==> src/rtl/exe2mem_pipe_buf.sv <==
// -----------------------------------------------------------------------------
// exe2mem_pipe_buf
//
// Elastic EXE->MEM pipeline buffer. A DEPTH-entry circular FIFO carries the
// six EXE->MEM payload fields with a valid/ready handshake on each side and a
// pipeline flush. MEM back-pressure reaches EXE only through in_ready_o. That
// signal is decoded from the registered occupancy, so there is no combinational
// path from out_ready_i to in_ready_o. There is also no in->out bypass.
//
// Ports
//   clk             core clock, rising-edge
//   rstn            asynchronous active-low reset
//   flush_i         drop every buffered entry and the same-cycle input
//   in_valid_i      EXE offers a payload
//   in_ready_o      buffer has room (registered occupancy < DEPTH)
//   in_*_i          EXE payload: exe_out, op3, rd, mem_ctrl, gpr_ctrl, csr_ctrl
//   out_valid_o     head entry is valid
//   out_ready_i     MEM consumes the head entry
//   out_*_o         head entry payload, forced to 0 while out_valid_o = 0
//   count_o         registered occupancy, 0..DEPTH
// -----------------------------------------------------------------------------
module exe2mem_pipe_buf #(
  parameter int DATA_WIDTH     = 32,
  parameter int RF_ADDR_WIDTH  = 5,
  parameter int MEM_CTRL_WIDTH = 4,
  parameter int GPR_CTRL_WIDTH = 3,
  parameter int CSR_CTRL_WIDTH = 2,
  parameter int DEPTH          = 2
) (
  input  logic                         clk,
  input  logic                         rstn,
  input  logic                         flush_i,
  // EXE side
  input  logic                         in_valid_i,
  output logic                         in_ready_o,
  input  logic [DATA_WIDTH-1:0]        in_exe_out_i,
  input  logic [DATA_WIDTH-1:0]        in_op3_i,
  input  logic [RF_ADDR_WIDTH-1:0]     in_rd_i,
  input  logic [MEM_CTRL_WIDTH-1:0]    in_mem_ctrl_i,
  input  logic [GPR_CTRL_WIDTH-1:0]    in_gpr_ctrl_i,
  input  logic [CSR_CTRL_WIDTH-1:0]    in_csr_ctrl_i,
  // MEM side
  output logic                         out_valid_o,
  input  logic                         out_ready_i,
  output logic [DATA_WIDTH-1:0]        out_exe_out_o,
  output logic [DATA_WIDTH-1:0]        out_op3_o,
  output logic [RF_ADDR_WIDTH-1:0]     out_rd_o,
  output logic [MEM_CTRL_WIDTH-1:0]    out_mem_ctrl_o,
  output logic [GPR_CTRL_WIDTH-1:0]    out_gpr_ctrl_o,
  output logic [CSR_CTRL_WIDTH-1:0]    out_csr_ctrl_o,
  // occupancy
  output logic [$clog2(DEPTH+1)-1:0]   count_o
);

  localparam int CNT_W = $clog2(DEPTH + 1);
  // A single-entry buffer still gets a 1-bit pointer that simply stays at 0.
  localparam int PTR_W = (DEPTH > 1) ? $clog2(DEPTH) : 1;
  // The read mux spans every pointer code. Codes at or above DEPTH are never
  // reached; they are padded so the index is always in range.
  localparam int SLOTS = 1 << PTR_W;
  localparam int PAY_W = 2 * DATA_WIDTH + RF_ADDR_WIDTH + MEM_CTRL_WIDTH
                       + GPR_CTRL_WIDTH + CSR_CTRL_WIDTH;

  localparam logic [PTR_W-1:0] LAST_PTR = PTR_W'(DEPTH - 1);
  localparam logic [CNT_W-1:0] FULL_CNT = CNT_W'(DEPTH);
  localparam logic [CNT_W-1:0] CNT_ONE  = CNT_W'(1);

  // ---------------------------------------------------------------------------
  // State
  // ---------------------------------------------------------------------------
  logic [CNT_W-1:0] count_reg;
  logic [CNT_W-1:0] count_next;
  logic [PTR_W-1:0] wr_ptr_reg;
  logic [PTR_W-1:0] wr_ptr_next;
  logic [PTR_W-1:0] rd_ptr_reg;
  logic [PTR_W-1:0] rd_ptr_next;

  logic             push;
  logic             pop;

  logic [PAY_W-1:0] in_payload;
  logic [PAY_W-1:0] head_payload;
  logic [PAY_W-1:0] out_payload;
  logic [PAY_W-1:0] slot [SLOTS];

  // Explicit wrap at DEPTH-1. Truncating the pointer bits would be wrong for
  // DEPTH = 3.
  function automatic logic [PTR_W-1:0] ptr_inc(input logic [PTR_W-1:0] ptr);
    if (ptr == LAST_PTR) begin
      return '0;
    end
    return ptr + PTR_W'(1);
  endfunction

  // ---------------------------------------------------------------------------
  // Handshake decode
  // ---------------------------------------------------------------------------
  // Ready comes only from registered occupancy. A pop in the same cycle does
  // not free a slot for the incoming payload, so a full buffer refuses input
  // even when MEM is draining it.
  assign in_ready_o  = (count_reg < FULL_CNT);
  assign out_valid_o = (count_reg != '0);

  // Flush overrides both sides. EXE may see in_ready_o = 1 in a flush cycle,
  // but its payload is still dropped.
  assign push = in_valid_i  & in_ready_o  & ~flush_i;
  assign pop  = out_valid_o & out_ready_i & ~flush_i;

  // ---------------------------------------------------------------------------
  // Next-state logic
  // ---------------------------------------------------------------------------
  always_comb begin
    count_next  = count_reg;
    wr_ptr_next = wr_ptr_reg;
    rd_ptr_next = rd_ptr_reg;

    if (flush_i) begin
      count_next  = '0;
      wr_ptr_next = '0;
      rd_ptr_next = '0;
    end else begin
      if (push) begin
        wr_ptr_next = ptr_inc(wr_ptr_reg);
      end
      if (pop) begin
        rd_ptr_next = ptr_inc(rd_ptr_reg);
      end
      unique case ({push, pop})
        2'b10:   count_next = count_reg + CNT_ONE;
        2'b01:   count_next = count_reg - CNT_ONE;
        default: count_next = count_reg;  // idle, or push and pop together
      endcase
    end
  end

  always_ff @(posedge clk or negedge rstn) begin
    if (!rstn) begin
      count_reg  <= '0;
      wr_ptr_reg <= '0;
      rd_ptr_reg <= '0;
    end else begin
      count_reg  <= count_next;
      wr_ptr_reg <= wr_ptr_next;
      rd_ptr_reg <= rd_ptr_next;
    end
  end

  // ---------------------------------------------------------------------------
  // Storage
  // ---------------------------------------------------------------------------
  assign in_payload = {in_exe_out_i, in_op3_i, in_rd_i,
                       in_mem_ctrl_i, in_gpr_ctrl_i, in_csr_ctrl_i};

  // Each entry is cleared by reset. A flush only rewinds the pointers and
  // leaves stale data behind, which the output mask hides.
  genvar gi;
  generate
    for (gi = 0; gi < SLOTS; gi++) begin : gen_slot
      if (gi < DEPTH) begin : gen_entry
        logic [PAY_W-1:0] entry_reg;

        always_ff @(posedge clk or negedge rstn) begin
          if (!rstn) begin
            entry_reg <= '0;
          end else if (push && (wr_ptr_reg == PTR_W'(gi))) begin
            entry_reg <= in_payload;
          end
        end

        assign slot[gi] = entry_reg;
      end else begin : gen_pad
        assign slot[gi] = '0;
      end
    end
  endgenerate

  // ---------------------------------------------------------------------------
  // Head read and output mask
  // ---------------------------------------------------------------------------
  assign head_payload = slot[rd_ptr_reg];

  // Outputs read as all-zero while the buffer is empty. MEM then never sees a
  // stale or flushed payload, even if it ignores out_valid_o.
  assign out_payload = out_valid_o ? head_payload : '0;

  assign {out_exe_out_o, out_op3_o, out_rd_o,
          out_mem_ctrl_o, out_gpr_ctrl_o, out_csr_ctrl_o} = out_payload;

  assign count_o = count_reg;

endmodule
==> config.mk <==
export PLATFORM = sky130hd
export DESIGN_NAME = exe2mem_pipe_buf
export DESIGN_NICKNAME = d
export VERILOG_FILES = /design/src/rtl/exe2mem_pipe_buf.sv
export SDC_FILE = /design/constraint.sdc
export NUM_CORES = 1
export LEC_CHECK = 0
export ABC_AREA = 0
export CORE_MARGIN = 10
export CORE_UTILIZATION = 54
export DETAILED_ROUTE_END_ITERATION = 8
export PLACE_DENSITY_LB_ADDON = 0.05
export SETUP_SLACK_MARGIN = 0.1
export SLEW_MARGIN = 10
export SYNTH_ARGS = -nofsm -noshare
export SYNTH_HDL_FRONTEND = slang
export SYNTH_SLANG_ARGS = --single-unit
==> constraint.sdc <==
create_clock -name clk -period 3.58 [get_ports clk]
set_input_delay 0.358 -clock clk [delete_from_list [all_inputs] [get_ports clk]]
set_output_delay 0.358 -clock clk [all_outputs]
set_load 0.05 [all_outputs]
After elaboration in Yosys (flattened, before gate mapping)
Cells that the tools add are included.
Widths: inputs -> output; s select.
{"block": "totals", "wordCells": 46, "input_bits": 83, "register_bits": 160, "output_inout_bits": 82}
{"block": "classes", "add_sub_neg": 4, "bitwise": 7, "order_cmp": 2, "mux": 20, "n_eq_ne": 2, "reduce_logical": 6}
{"op": "$mux 78", "n": 4}
{"op": "$mux 1", "n": 14}
{"op": "$reduce_bool 2->1", "n": 3}
{"op": "$and 1x1->1", "n": 4}
{"op": "$pmux 2 s2", "n": 1}
{"op": "$reduce_bool 3->1", "n": 1}
{"op": "$add 1x1->1 const B", "n": 2}
{"op": "$add 2x1->2 const B", "n": 1}
{"op": "$eq 2x1->1 const B", "n": 1}
{"op": "$eq 2x2->1 const B", "n": 1}
{"op": "$ge 2x2->1 const B", "n": 1}
{"op": "$logic_and 1x1->1", "n": 2}
{"op": "$lt 2x2->1 const B", "n": 1}
{"op": "$mux 2", "n": 1}
{"op": "$not 1->1", "n": 2}
{"op": "$not 1->2", "n": 1}
{"op": "$sub 2x1->2 const B", "n": 1}

Longest topological paths before layout
{"block": "logic_depth", "ltp_word": 8, "depth_mapped": 6, "mapped_depth_nobuf": 3}

Worst setup path before layout
No wires, ideal clock.
{"block": "synth_timing", "path_kind": "reg2out", "from": "register count_reg[1] (netlist: count_o[1])", "to": "output out_exe_out_o[1]", "arrival_ns": 2.001, "stages_incl_launch_ff": 5, "required_time_ns": 3.222, "n_path_buf": 2, "slack_ns": 1.221, "cell_sequence": "dfrtp_1 nor2_1 clkbuf_1 buf_1 nor2_1"}
{"block": "synth_via", "elab_chain_cells": 2}
{"item": "start: declaration", "line": "71", "source": "logic [CNT_W-1:0] count_reg;"}
{"item": "start signal: assignment", "line": "142", "source": "count_reg <= count_next;"}
{"item": "$reduce_bool 2->1", "line": "102", "source": "assign out_valid_o = (count_reg != '0);"}
{"item": "$mux 78", "line": "184", "source": "assign out_payload = out_valid_o ? head_payload : '0;"}
{"item": "end: declaration", "line": "45", "source": "output logic [DATA_WIDTH-1:0] out_exe_out_o,"}
No other way between the ends.

Worst setup path in the final report
{"block": "layout_timing", "from": "register rd_ptr_reg", "to": "output out_op3_o[10]"}
{"block": "layout_via", "elab_chain_cells": 5}
{"item": "start: declaration", "line": "75", "source": "logic [PTR_W-1:0] rd_ptr_reg;"}
{"item": "start signal: assignment", "line": "144", "source": "rd_ptr_reg <= rd_ptr_next;"}
{"item": "$not 1->2 (not written as such)", "line": "180", "source": "assign head_payload = slot[rd_ptr_reg];"}
{"item": "$mux 78 (not written as such) (3 in series)", "line": "180"}
{"item": "$mux 78", "line": "184"}
{"item": "end: declaration", "line": "46", "source": "output logic [DATA_WIDTH-1:0] out_op3_o,"}
No other way between the ends. The select of a mux whose other input is x is not followed.

==> flow_summary.json <==
{
  "max-vdd-ir-drop_v": 0.000423,
  "period_minus_slack_ns": 2.93,
  "core_area_sq_um": 12800,
  "clock_latency_ns": 0.41,
  "synth_simple_gate_area_share_pct": 5.14,
  "synth_xor_area_share_pct": 0.245,
  "power_density_nw_per_um2": 636,
  "root_buffer": "clkbuf_16",
  "drt-total-wl_microns": 16600,
  "hold_class": "primary input to async pin",
  "antenna_found_initial": 0,
  "netlist.area_leader.share_pct": 56.0,
  "place_area_sq_um": 8940,
  "synthAdderAreaFrac_pct": 0,
  "stdcell_count": 869,
  "tightestPinTransition_ns": 0.820,
  "drtIter0Drc": 249,
  "start_util_pct": 56.0,
  "globalplace.congestion": 0.749,
  "r2r_setup_slack_ns": 1.46,
  "hold_violations": 6,
  "muxShareOfSynthArea_pct": 35.6,
  "slew_headroom_pct": 45.3,
  "dp_hpwl_microns": 11300,
  "yosysUniqueCellTypes": 20,
  "total_power_mw": 6.03,
  "drtAntennaViolNets": 0,
  "r2r_end": "gen_slot[1].gen_entry.entry_reg[27]",
  "cts_buffer_depth": 2,
  "via_per_inst": 5.33,
  "track_usage_pct": 19.0,
  "dp_worst_setup_slack_ns": 1.08,
  "r2r_cells": 4,
  "finalSetupTns_ns": 0,
  "setup-violations-final": 0,
  "grt_overflow": 0,
  "syn_area_sq_um": 7160,
  "syn2layout_area_growth_pct": 32.5,
  "grt_max_degree": 90,
  "worstPathRequired_ns": 3.22,
  "fin_ws_ns": 0.652,
  "slew_viol_final": 0,
  "yosys_warnings": 0,
  "violations": "hold timing",
  "cap_violations": 0,
  "cts_tree": "yes",
  "cp-end-kind": "primary output",
  "die-area_sq_um": 18300,
  "first_pass_iters": 4,
  "post-cts-setup-buffer-count": 0,
  "dpl.cell_count": 838,
  "grt_pass1_wl_microns": 27500,
  "critPathMaxFanout": 50,
  "synth_compound_area_share_pct": 0.385,
  "wl_per_cell_microns": 19.1,
  "stdcell_area_sq_um": 9480,
  "ys_seq_area_share_pct": 56.0,
  "status": "finished, violations left",
  "critPathLaunchType": "flip-flop",
  "hold_ws_ns": -0.0203,
  "drive_gt1_share_pct": 25.1,
  "clkSinkCount": 160,
  "critPathKind": "flip-flop to primary output",
  "num_rows": 41,
  "nets": 768,
  "io-pin-count": 165,
  "vias": 4629,
  "largest_reg_flops": 156,
  "worst_ep_arrival_time_ns": 2.57,
  "crit_start": "rd_ptr_reg",
  "synthCells": 527,
  "crit_path_end": "out_op3_o[10]",
  "htree_levels": 4,
  "synth_area_leaders": "dfrtp_1 56%, mux2_2 21%, mux2i_1 11%",
  "ys_seq_elements": 160,
  "synth_top_family_by_area": "multiplexers",
  "fin_skew_ns": 0.00574,
  "portBuffers": 164,
  "path_clk_slew_ns": 0.06,
  "syn-num-nets": 610,
  "rr_startpoint": "count_o[1]",
  "ctsResizeCount": 0,
  "antenna_cells": 0,
  "max_freq_mhz": 342,
  "leakage_nw": 3.85,
  "drc": 0,
  "cts_buffers": 17,
  "die_w_microns": 135,
  "grt_pass1_vias": 5342,
  "yosys.area.top_type": "dfrtp_1",
  "rsz0062_at_grt": "no",
  "cts-hold-fix-buffers": 0,
  "fp.dieH_microns": 135,
  "syn_avg_cell_area_sq_um": 13.6,
  "fin_crit_sh_pct": 81.8
}
-- cell usage in the layout (no fill, tap or decap), drive strengths merged --
cell | Yosys | final
nor2 | 81 | 81
o21ai | 2 | 2
clkbuf | 10 | 24
xor2 | 2 | 2
buf | 25 | 11
nand2 | 1 | 1
a21o | 1 | 1
mux2i | 79 | 79
dfrtp | 160 | 160
nor3 | 1 | 1
bufinv | 0 | 1
clkinv | 0 | 6
inv | 2 | 2
nor3b | 1 | 1
mux2 | 156 | 156
clkdlybuf4s50 | 0 | 163
nand2b | 2 | 2
a21oi | 2 | 2
nor2b | 2 | 2
-- critical path, cell delays in order, from the launching register on --
cell,delay [ns]
dfrtp_4,0.62
buf_12,0.36
mux2i_1,0.13
nor2_1,0.16
clkdlybuf4s50_1,0.83
-- kinds of logic after synthesis --
family / after synthesis
AO/OA/AOI/OAI: 5
AND/OR/NAND/NOR: 88
XOR/XNOR: 2
buffers and inverters: 37
multiplexers: 235
flip-flops: 160
-- power breakdown --
group          internal [mW]  switching (mW)  leakage (nW)  total [mW]
combinational          0.836           0.942          1.67        1.78
clock                   1.00           0.653         0.273        1.65
sequential              2.33           0.272          1.90        2.60
total                   4.16            1.87          3.85        6.03
-- cell type report --
cell class,instances,area (sq um)
Sequential cell,160,4010
Clock buffer,24,482
Multi-Input combinational cell,330,2970
Clock inverter,7,60.1
Tap cell,172,215
Inverter,2,7.51
Timing Repair Buffer,174,1740
Fill cell,869,3290
-- synthesized netlist by cell type, drive strengths merged --
library cell and number:
inv 2, nor3 1, a21oi 2, xor2 2, buf 25, mux2 156, dfrtp 160, clkbuf 10
nand2b 2, a21o 1, nor2b 2, mux2i 79, nor3b 1, o21ai 2, nand2 1, nor2 81
-- through the flow --
step           util, %  hold slack [ns]
3_3_place_gp      70.0            0.463
3_5_place_dp      70.0            0.473
2_1_floorplan        -           0.0624
5_1_grt           74.2           0.0500
6_report          74.2          -0.0203
4_1_cts           74.2           0.0226
-- worst min-delay path by stage --
stage,start,endpoint,slack (ns)
2_1_floorplan,rstn,count_o[0],0.06
6_report,rstn,gen_slot[1].gen_entry.entry_reg[73],-0.02
5_1_grt,rstn,gen_slot[0].gen_entry.entry_reg[76],0.05
4_1_cts,rstn,gen_slot[1].gen_entry.entry_reg[73],0.02
3_3_place_gp,rstn,gen_slot[0].gen_entry.entry_reg[73],0.46
3_5_place_dp,rstn,gen_slot[1].gen_entry.entry_reg[73],0.47
-- routing by layer --
layer	track usage, %	vias up	part of all wire, %
met5	0	-	0
met4	7.24	0	1.8
met3	6.38	21	6.8
met2	32.9	111	52
met1	21.2	2351	40
li1	-	2146	-
Power figures use the tool's default switching activity.
